`src/rtl/cacheline_arbiter.sv`:
```
// Arbitrates one cacheline adaptor between the I-cache and D-cache, one whole-line transaction at a time.
// Optional: define ARB_ROUND_ROBIN_EN for round-robin tie-breaking (default: fixed D-over-I priority).
module cacheline_arbiter #(
  parameter int LINE_W = 256,
  parameter int ADDR_W = 32
) (
  input  logic              clk,
  input  logic              rst,
  input  logic              i_read_i,
  input  logic [ADDR_W-1:0] i_address_i,
  output logic [LINE_W-1:0] i_line_o,
  output logic              i_resp_o,
  input  logic              d_read_i,
  input  logic              d_write_i,
  input  logic [ADDR_W-1:0] d_address_i,
  input  logic [LINE_W-1:0] d_line_i,
  output logic [LINE_W-1:0] d_line_o,
  output logic              d_resp_o,
  output logic              m_read_o,
  output logic              m_write_o,
  output logic [ADDR_W-1:0] m_address_o,
  output logic [LINE_W-1:0] m_line_o,
  input  logic [LINE_W-1:0] m_line_i,
  input  logic              m_resp_i,
  output logic [1:0]        state_dbg,
  output logic              last_grant_dbg
);

  // Handshake: a requester holds read/write (its valid) until its own resp pulse, and the
  // arbiter holds m_read_o/m_write_o until m_resp_i; the resp pulse is the only acceptance.
  typedef enum logic [1:0] {
    IDLE    = 2'd0,
    SERVE_I = 2'd1,
    SERVE_D = 2'd2,
    DONE    = 2'd3
  } state_t;

  state_t state;
  logic   last_grant;  // 0 = I-cache, 1 = D-cache
  logic   i_req;
  logic   d_req;
  logic   grant_i;
  logic   grant_d;

  assign i_req = i_read_i;
  assign d_req = d_read_i | d_write_i;

`ifdef ARB_ROUND_ROBIN_EN
  // On a tie, the cache that did not win last time takes the adaptor.
  assign grant_d = d_req & (~i_req | ~last_grant);
`else
  assign grant_d = d_req;
`endif
  assign grant_i = i_req & ~grant_d;

  always_ff @(posedge clk) begin
    if (rst) begin
      state       <= IDLE;
      m_read_o    <= 1'b0;
      m_write_o   <= 1'b0;
      m_address_o <= '0;
      m_line_o    <= '0;
      last_grant  <= 1'b0;
    end else begin
      case (state)
        IDLE: begin
          if (grant_d) begin
            // A simultaneous D read and write is resolved as a read.
            state       <= SERVE_D;
            m_address_o <= d_address_i;
            m_line_o    <= d_line_i;
            m_read_o    <= d_read_i;
            m_write_o   <= ~d_read_i;
            last_grant  <= 1'b1;
          end else if (grant_i) begin
            state       <= SERVE_I;
            m_address_o <= i_address_i;
            m_line_o    <= '0;
            m_read_o    <= 1'b1;
            m_write_o   <= 1'b0;
            last_grant  <= 1'b0;
          end
        end
        SERVE_I, SERVE_D: begin
          if (m_resp_i) begin
            state     <= DONE;
            m_read_o  <= 1'b0;
            m_write_o <= 1'b0;
          end
        end
        DONE:    state <= IDLE;
        default: state <= IDLE;
      endcase
    end
  end

  // Responses go straight through to whichever cache owns the adaptor, nobody else.
  assign i_resp_o = m_resp_i & (state == SERVE_I) & ~rst;
  assign d_resp_o = m_resp_i & (state == SERVE_D) & ~rst;
  assign i_line_o = i_resp_o ? m_line_i : '0;
  assign d_line_o = d_resp_o ? m_line_i : '0;

  assign state_dbg      = state;
  assign last_grant_dbg = last_grant;

endmodule

```
`config.mk`:
```
export PLATFORM = sky130hd
export DESIGN_NAME = cacheline_arbiter
export DESIGN_NICKNAME = d
export VERILOG_FILES = /design/src/rtl/cacheline_arbiter.sv
export SDC_FILE = /design/constraint.sdc
export NUM_CORES = 1
export LEC_CHECK = 0
export CORE_AREA = 2 2 545 547
export CTS_BUF_LIST = sky130_fd_sc_hd__clkbuf_16
export CTS_CLUSTER_DIAMETER = 200
export DETAILED_ROUTE_END_ITERATION = 16
export DIE_AREA = 0 0 547 549
export PLACE_DENSITY = 0.3
export SKIP_CTS_REPAIR_TIMING = 1
export SYNTH_ARGS = -nofsm -noshare
export SYNTH_HDL_FRONTEND = slang
export SYNTH_SLANG_ARGS = --single-unit
export TNS_END_PERCENT = 100
```
`constraint.sdc`:
```
create_clock -name clk -period 3 [get_ports clk]
set_clock_uncertainty 0.1 [all_clocks]
set_input_delay 0.3 -clock clk [delete_from_list [all_inputs] [get_ports clk]]
set_output_delay 0.3 -clock clk [all_outputs]
set_load 0.05 [all_outputs]
```
==> results of run 1 <==
tightest hold or removal path, stage by stage:
cell and delay (ns):
clkdlybuf4s50_1 0.40, nand2_1 0.05, a311oi_1 0.07
cells by family after synthesis:
| group | share of synthesized area |
|---|---|
| buf+inv | 0.0737 |
| compound gates | 0.213 |
| simple gates | 0.267 |
| fa+ha+maj | 0.00376 |
| mux | 0.00150 |
| flops | 0.440 |
layout make-up:
| cell class | instances | share of cell area |
|---|---|---|
| repair buffers | 1465 | 0.513 |
| multi-input cells | 928 | 0.169 |
| flip-flops and latches | 293 | 0.152 |
| well taps | 3939 | 0.127 |
| clock buffers | 42 | 0.0272 |
| clock inverters | 33 | 0.00921 |
| diodes | 39 | 0.00252 |
| inverters | 2 | 0.000194 |
synth_stat cells (all sizes together):
cell / count / area, um^2
a2111o: 1 / 11.3
a211oi: 1 / 7.51
a21oi: 4 / 20.0
a22o: 256 / 2310
a311oi: 32 / 280
and2: 512 / 3200
and3b: 2 / 17.5
buf: 62 / 613
clkbuf: 74 / 360
dfxtp: 293 / 5870
ha: 4 / 50.1
inv: 2 / 7.51
mux2i: 2 / 20.0
nand2: 34 / 128
nand2b: 1 / 6.26
nor2: 37 / 160
nor2b: 1 / 6.26
nor4b: 1 / 23.8
o21a: 1 / 7.51
o21ai: 36 / 180
o31a: 1 / 17.5
or4: 1 / 7.51
or4b: 1 / 10.0
metal layers:
layer / vias up / track usage
met5: - / 0
met4: 40 / 0.0204
met3: 441 / 0.104
met2: 1382 / 0.243
met1: 7945 / 0.144
li1: 7531 / -
where the power goes:
part / internal, mW / total [mW] / switching [mW]
sequential: 5.00 / 5.67 / 0.673
clock: 3.09 / 5.37 / 2.28
combinational: 5.51 / 16.0 / 10.5
total: 13.6 / 27.0 / 13.4
flip-flops by register name (all words and copies together), names as in the netlist:
signal and cells:
m_read_o 1, m_write_o 1, state_dbg 2, m_line_o 256, last_grant_dbg 1, m_address_o 32
through the flow:
stage	setup WS, ns	cells	utilization	power (mW)	setup TNS, ns
final	0.111	6741	0.131	27.0	0
after CTS	-0.327	6677	0.129	27.5	-65.50
after floorplan	0.367	1359	-	13.8	0
after global placement	0.188	6602	0.124	21.8	0
after detailed placement	0.217	6602	0.124	21.7	0
after global routing	-0.00961	6711	0.131	28.5	-0.0360
how the worst min path moves through the flow:
stage,start,end,slack [ns],cells past startpoint
2_1_floorplan,d_line_i[0],m_line_o[0],0.33,1
3_3_place_gp,m_line_o[3],m_line_o[3],0.35,1
3_5_place_dp,m_line_o[238],m_line_o[238],0.35,1
4_1_cts,i_address_i[5],m_address_o[5],0.06,3
5_1_grt,i_address_i[7],m_address_o[7],0.11,3
6_report,i_address_i[11],m_address_o[11],0.14,3
==> flow_metrics.env, run 1 <==
export IMPL_outcome="finished, final reports clean"
export IMPL_yosysWarnings=0
export IMPL_grt_pass1_vias=17121
export IMPL_grtUsageTotal=0.143
export IMPL_post_route_period_util=0.963
export IMPL_setup_viol=0
export IMPL_overflow=0
export IMPL_crit_path_start_kind="register"
export IMPL_numCtsBuffers=41
export IMPL_clkTransAtPathRegs_ns=0.06
export IMPL_reg2reg_slack_ns=0.85
export IMPL_worstPathCellList="inv_2, ha_4, and3b_4, buf_12, buf_16, buf_16, buf_12, and2_1, buf_12"
export IMPL_io_pins=1389
export IMPL_wl_met1_um=81100
export IMPL_num_vias=17339
export IMPL_drv_cap=0
export IMPL_whs_ns=0.139
export IMPL_place_congestion=0.924
export IMPL_crit_family="buffers and inverters"
export IMPL_die_h_um=549
export IMPL_synth_cell_area_mm2=0.0133
export IMPL_num_fill_cells=33262
export IMPL_fin_area_mm2=0.0387
export IMPL_ys_seq_area_frac=0.440
export IMPL_drive_gt1_frac=0.280
export IMPL_seqCellArea_mm2=0.00587
export IMPL_start_util=0.0451
export IMPL_rr_worst_depth=7
export IMPL_top_layer="met5"
export IMPL_clk_latency_ns=0.63
export IMPL_maxSlewHeadroom=0.308
export IMPL_wl_met3_um=36400
export IMPL_antenna_found_initial=258
export IMPL_critical_path_depth=9
export IMPL_path_class="reg2out"
export IMPL_r2r_end="m_line_o[15]"
export IMPL_multi_input_area_mm2=0.00655
export IMPL_htreeDepth=2
export IMPL_path_buf_inv=6
export IMPL_post_dp_hpwl_um=204000
export IMPL_critPathMostFrequentCell="buf_12"
export IMPL_min_period_ns=2.89
export IMPL_endpoint="d_line_o[113]"
export IMPL_ys_seq_elements=293
export IMPL_synthCells=1359
export IMPL_die_area_mm2=0.300
export IMPL_grt_pass1_wl_um=264000
export IMPL_root_buffer="clkbuf_16"
export IMPL_wl_met2_um=106000
export IMPL_drt_wirelength_per_cell_um=33.9
export IMPL_vias_per_cell=2.57
export IMPL_clkSinkCount=293
export IMPL_syn_avg_cell_area_um2=9.80
export IMPL_worst_pin_slew_ns=1.03
export IMPL_critPathMaxStageDelay_ns=0.39
export IMPL_ant_nets=0
export IMPL_layout_commonest_cell="clkdlybuf4s50_1"
export IMPL_rsz0062_at_grt="yes"
export IMPL_powerDensity_mw_per_mm2=698
export IMPL_crit_fanout=15
export IMPL_drtIter0Drc=748
export IMPL_leakagePower_nw=13.9
export IMPL_die_width_um=547
export IMPL_r2r_start="state_dbg[0]"
export IMPL_core_area_mm2=0.295
export IMPL_slew_viol_final=0
export IMPL_wl_um=229000
export IMPL_clock_path_buffers=3
export IMPL_grt_max_degree=101
export IMPL_worst_setup_path_end_kind="output pin"
export IMPL_crit_required_ns=2.60
export IMPL_final_cell_mix="841 x clkdlybuf4s50_1, 512 x buf_12, 496 x and2_1"
export IMPL_place_area_mm2=0.0366
export IMPL_hold_path_class="in2reg"
export IMPL_startpoint="state_dbg[0]"
export IMPL_timing_fmax_mhz=346
export IMPL_drc=0
export IMPL_peakVddDrop_mv=0.437
export IMPL_drtPass1Iterations=4
export IMPL_cts_tree="built"
export IMPL_num_rows=200
export IMPL_numPortBuffers=1388
export IMPL_hold_viol=0
export IMPL_critPathArrivalTime_ns=2.49
export IMPL_nNetsFinal=3317
export IMPL_area_growth_syn_to_layout_pct=191
export IMPL_cpMaxStageDelayCell="dfxtp_2"
export IMPL_syn_nets=1945
export IMPL_synth_cell_type_count=30
Power figures use the tool's default switching activity.
==> run 2, diff against run 1 <==
CTS_CLUSTER_SIZE = 12   (was unset)
SLEW_MARGIN = 20   (was unset)
==> run 2 against run 1 <==
Compared with the run above: sequential power about the same; power down 6.8%; via count down 1.3%; wire length down 0.14%; worst setup slack better by 0.0079 ns; worst hold slack worse by 0.062 ns; die area unchanged; global-route usage about the same; count of clock-buffer cells in the layout down 14; core utilization down 0.24 points; register-to-register slack better by 0.03 ns; final cell count down 0.80%; critical endpoint is now d_line_o[47].
==> flow_metrics.env, run 2 (synthesis results as in run 1) <==
export IMPL_wl_um=228000
export IMPL_die_area_mm2=0.300
export IMPL_drv_cap=0
export IMPL_cts_tree="built"
export IMPL_htreeDepth=1
export IMPL_overflow=0
export IMPL_root_buffer="clkbuf_16"
export IMPL_drt_wirelength_per_cell_um=34.2
export IMPL_powerDensity_mw_per_mm2=663
export IMPL_path_class="reg2out"
export IMPL_hold_path_class="in2reg"
export IMPL_vias_per_cell=2.56
export IMPL_setup_viol=0
export IMPL_place_congestion=0.924
export IMPL_num_vias=17119
export IMPL_wl_met1_um=80300
export IMPL_comb_power_share=0.634
export IMPL_drtIter0Drc=635
export IMPL_power_share_clock=0.141
export IMPL_drc=0
export IMPL_swShare=0.518
export IMPL_drtPass1Iterations=4
export IMPL_hold_path_depth=3
export IMPL_final_cell_mix="841 x clkdlybuf4s50_1, 513 x buf_12, 493 x and2_1"
export IMPL_grt_pass1_wl_um=264000
export IMPL_leakagePower_nw=13.6
export IMPL_crit_path_start_kind="register"
export IMPL_timing_fmax_mhz=347
export IMPL_crit_required_ns=2.60
export IMPL_numCtsBuffers=28
export IMPL_die_h_um=549
export IMPL_num_rows=200
export IMPL_antenna_found_initial=255
export IMPL_place_area_mm2=0.0366
export IMPL_min_period_ns=2.88
export IMPL_die_width_um=547
export IMPL_worst_pin_slew_ns=1.05
export IMPL_io_pins=1389
export IMPL_maxSlewHeadroom=0.301
export IMPL_grtUsageTotal=0.143
export IMPL_clk_latency_ns=0.64
export IMPL_hold_viol=0
export IMPL_slew_viol_final=0
export IMPL_wl_met3_um=36900
export IMPL_numPortBuffers=1388
export IMPL_crit_fanout=15
export IMPL_whs_ns=0.0779
export IMPL_regMostFlops="m_line_o"
export IMPL_worstHoldStart="i_address_i[19]"
export IMPL_r2r_end="m_address_o[7]"
export IMPL_largest_reg_flops=256
export IMPL_area_growth_syn_to_layout_pct=185
export IMPL_post_dp_hpwl_um=204000
export IMPL_internal_power_mw=12.2
export IMPL_reg2reg_slack_ns=0.88
export IMPL_top_layer="met5"
export IMPL_netSwitchingPower_mw=13.0
export IMPL_tns_ns=0
export IMPL_ant_nets=0
export IMPL_grt_max_degree=101
export IMPL_worst_setup_path_end_kind="output pin"
export IMPL_clkSinkCount=293
export IMPL_outcome="finished, final reports clean"
export IMPL_grt_pass1_vias=16998
export IMPL_peakVddDrop_mv=0.509
export IMPL_drive_gt1_frac=0.274
export IMPL_layout_commonest_cell="clkdlybuf4s50_1"
export IMPL_core_area_mm2=0.295
export IMPL_clock_path_buffers=3
export IMPL_nNetsFinal=3304
export IMPL_clkTransAtPathRegs_ns=0.08
export IMPL_fin_area_mm2=0.0380
export IMPL_wl_met2_um=107000
export IMPL_seq_power_share=0.225
export IMPL_start_util=0.0451
export IMPL_critPathArrivalTime_ns=2.48
export IMPL_rr_worst_depth=7
export IMPL_r2r_start="state_dbg[0]"
export IMPL_hold_end="m_address_o[19]"
export IMPL_post_route_period_util=0.960
-- run 2: cell count changes in the layout (fill, tap and decap cells not counted), sizes merged --
cell / change
buf: +1
clkinvlp: -4
bufinv: -6
inv: -9
diode: -10
clkbuf: -15
clkinv: -11
-- run 2: power groups by stage --
stage	Sequential, mW	Clock, mW	Combinational (mW)
after detailed placement	5.72	0	16.0
after global routing	5.81	3.90	16.9
after CTS	5.67	3.89	16.1
after floorplan	9.34	0	4.43
after global placement	5.70	0	16.1
final	5.67	3.56	16.0
-- run 2: final cells by class --
cell class | instances | area [um^2]
multi-input cells | 928 | 6560
diodes | 29 | 72.6
clock buffers | 28 | 701
inverters | 2 | 7.51
clock inverters | 3 | 42.5
repair buffers | 1465 | 19800
flip-flops and latches | 293 | 5870
fillers | 33297 | 257000
well taps | 3939 | 4930
-- run 2: critical path, stage by stage, from the launching register on --
cell and delay, ns:
dfxtp_4 0.37, inv_2 0.10, ha_4 0.16, and3b_4 0.21, buf_12 0.15, buf_16 0.16, buf_16 0.17, buf_12 0.15
and2_1 0.18, buf_12 0.15
-- run 2: per-layer routing --
layer	vias to the layer above	global-route usage
met2	1352	0.244
met1	7850	0.144
li1	7435	-
met5	-	0
met3	436	0.103
met4	46	0.0180
-- run 2: worst max-delay path by stage --
stage | startpoint | end | slack [ns] | cells after the start
floorplan | state_dbg[1] | d_line_o[246] | 0.37 | 5
global placement | m_resp_i | d_line_o[0] | 0.19 | 5
detailed placement | m_resp_i | d_line_o[0] | 0.22 | 5
CTS | state_dbg[0] | d_line_o[0] | -0.34 | 6
global route | state_dbg[0] | d_line_o[106] | -0.01 | 9
finish | state_dbg[0] | d_line_o[47] | 0.12 | 9
-- run 2: through the flow --
step           setup WS, ns   util  instances  power [mW]
2_1_floorplan         0.367      -       1359        13.8
3_3_place_gp          0.188  0.124       6602        21.8
3_5_place_dp          0.217  0.124       6602        21.7
4_1_cts              -0.336  0.127       6633        25.6
5_1_grt            -0.00957  0.129       6664        26.6
6_report              0.119  0.129       6687        25.2
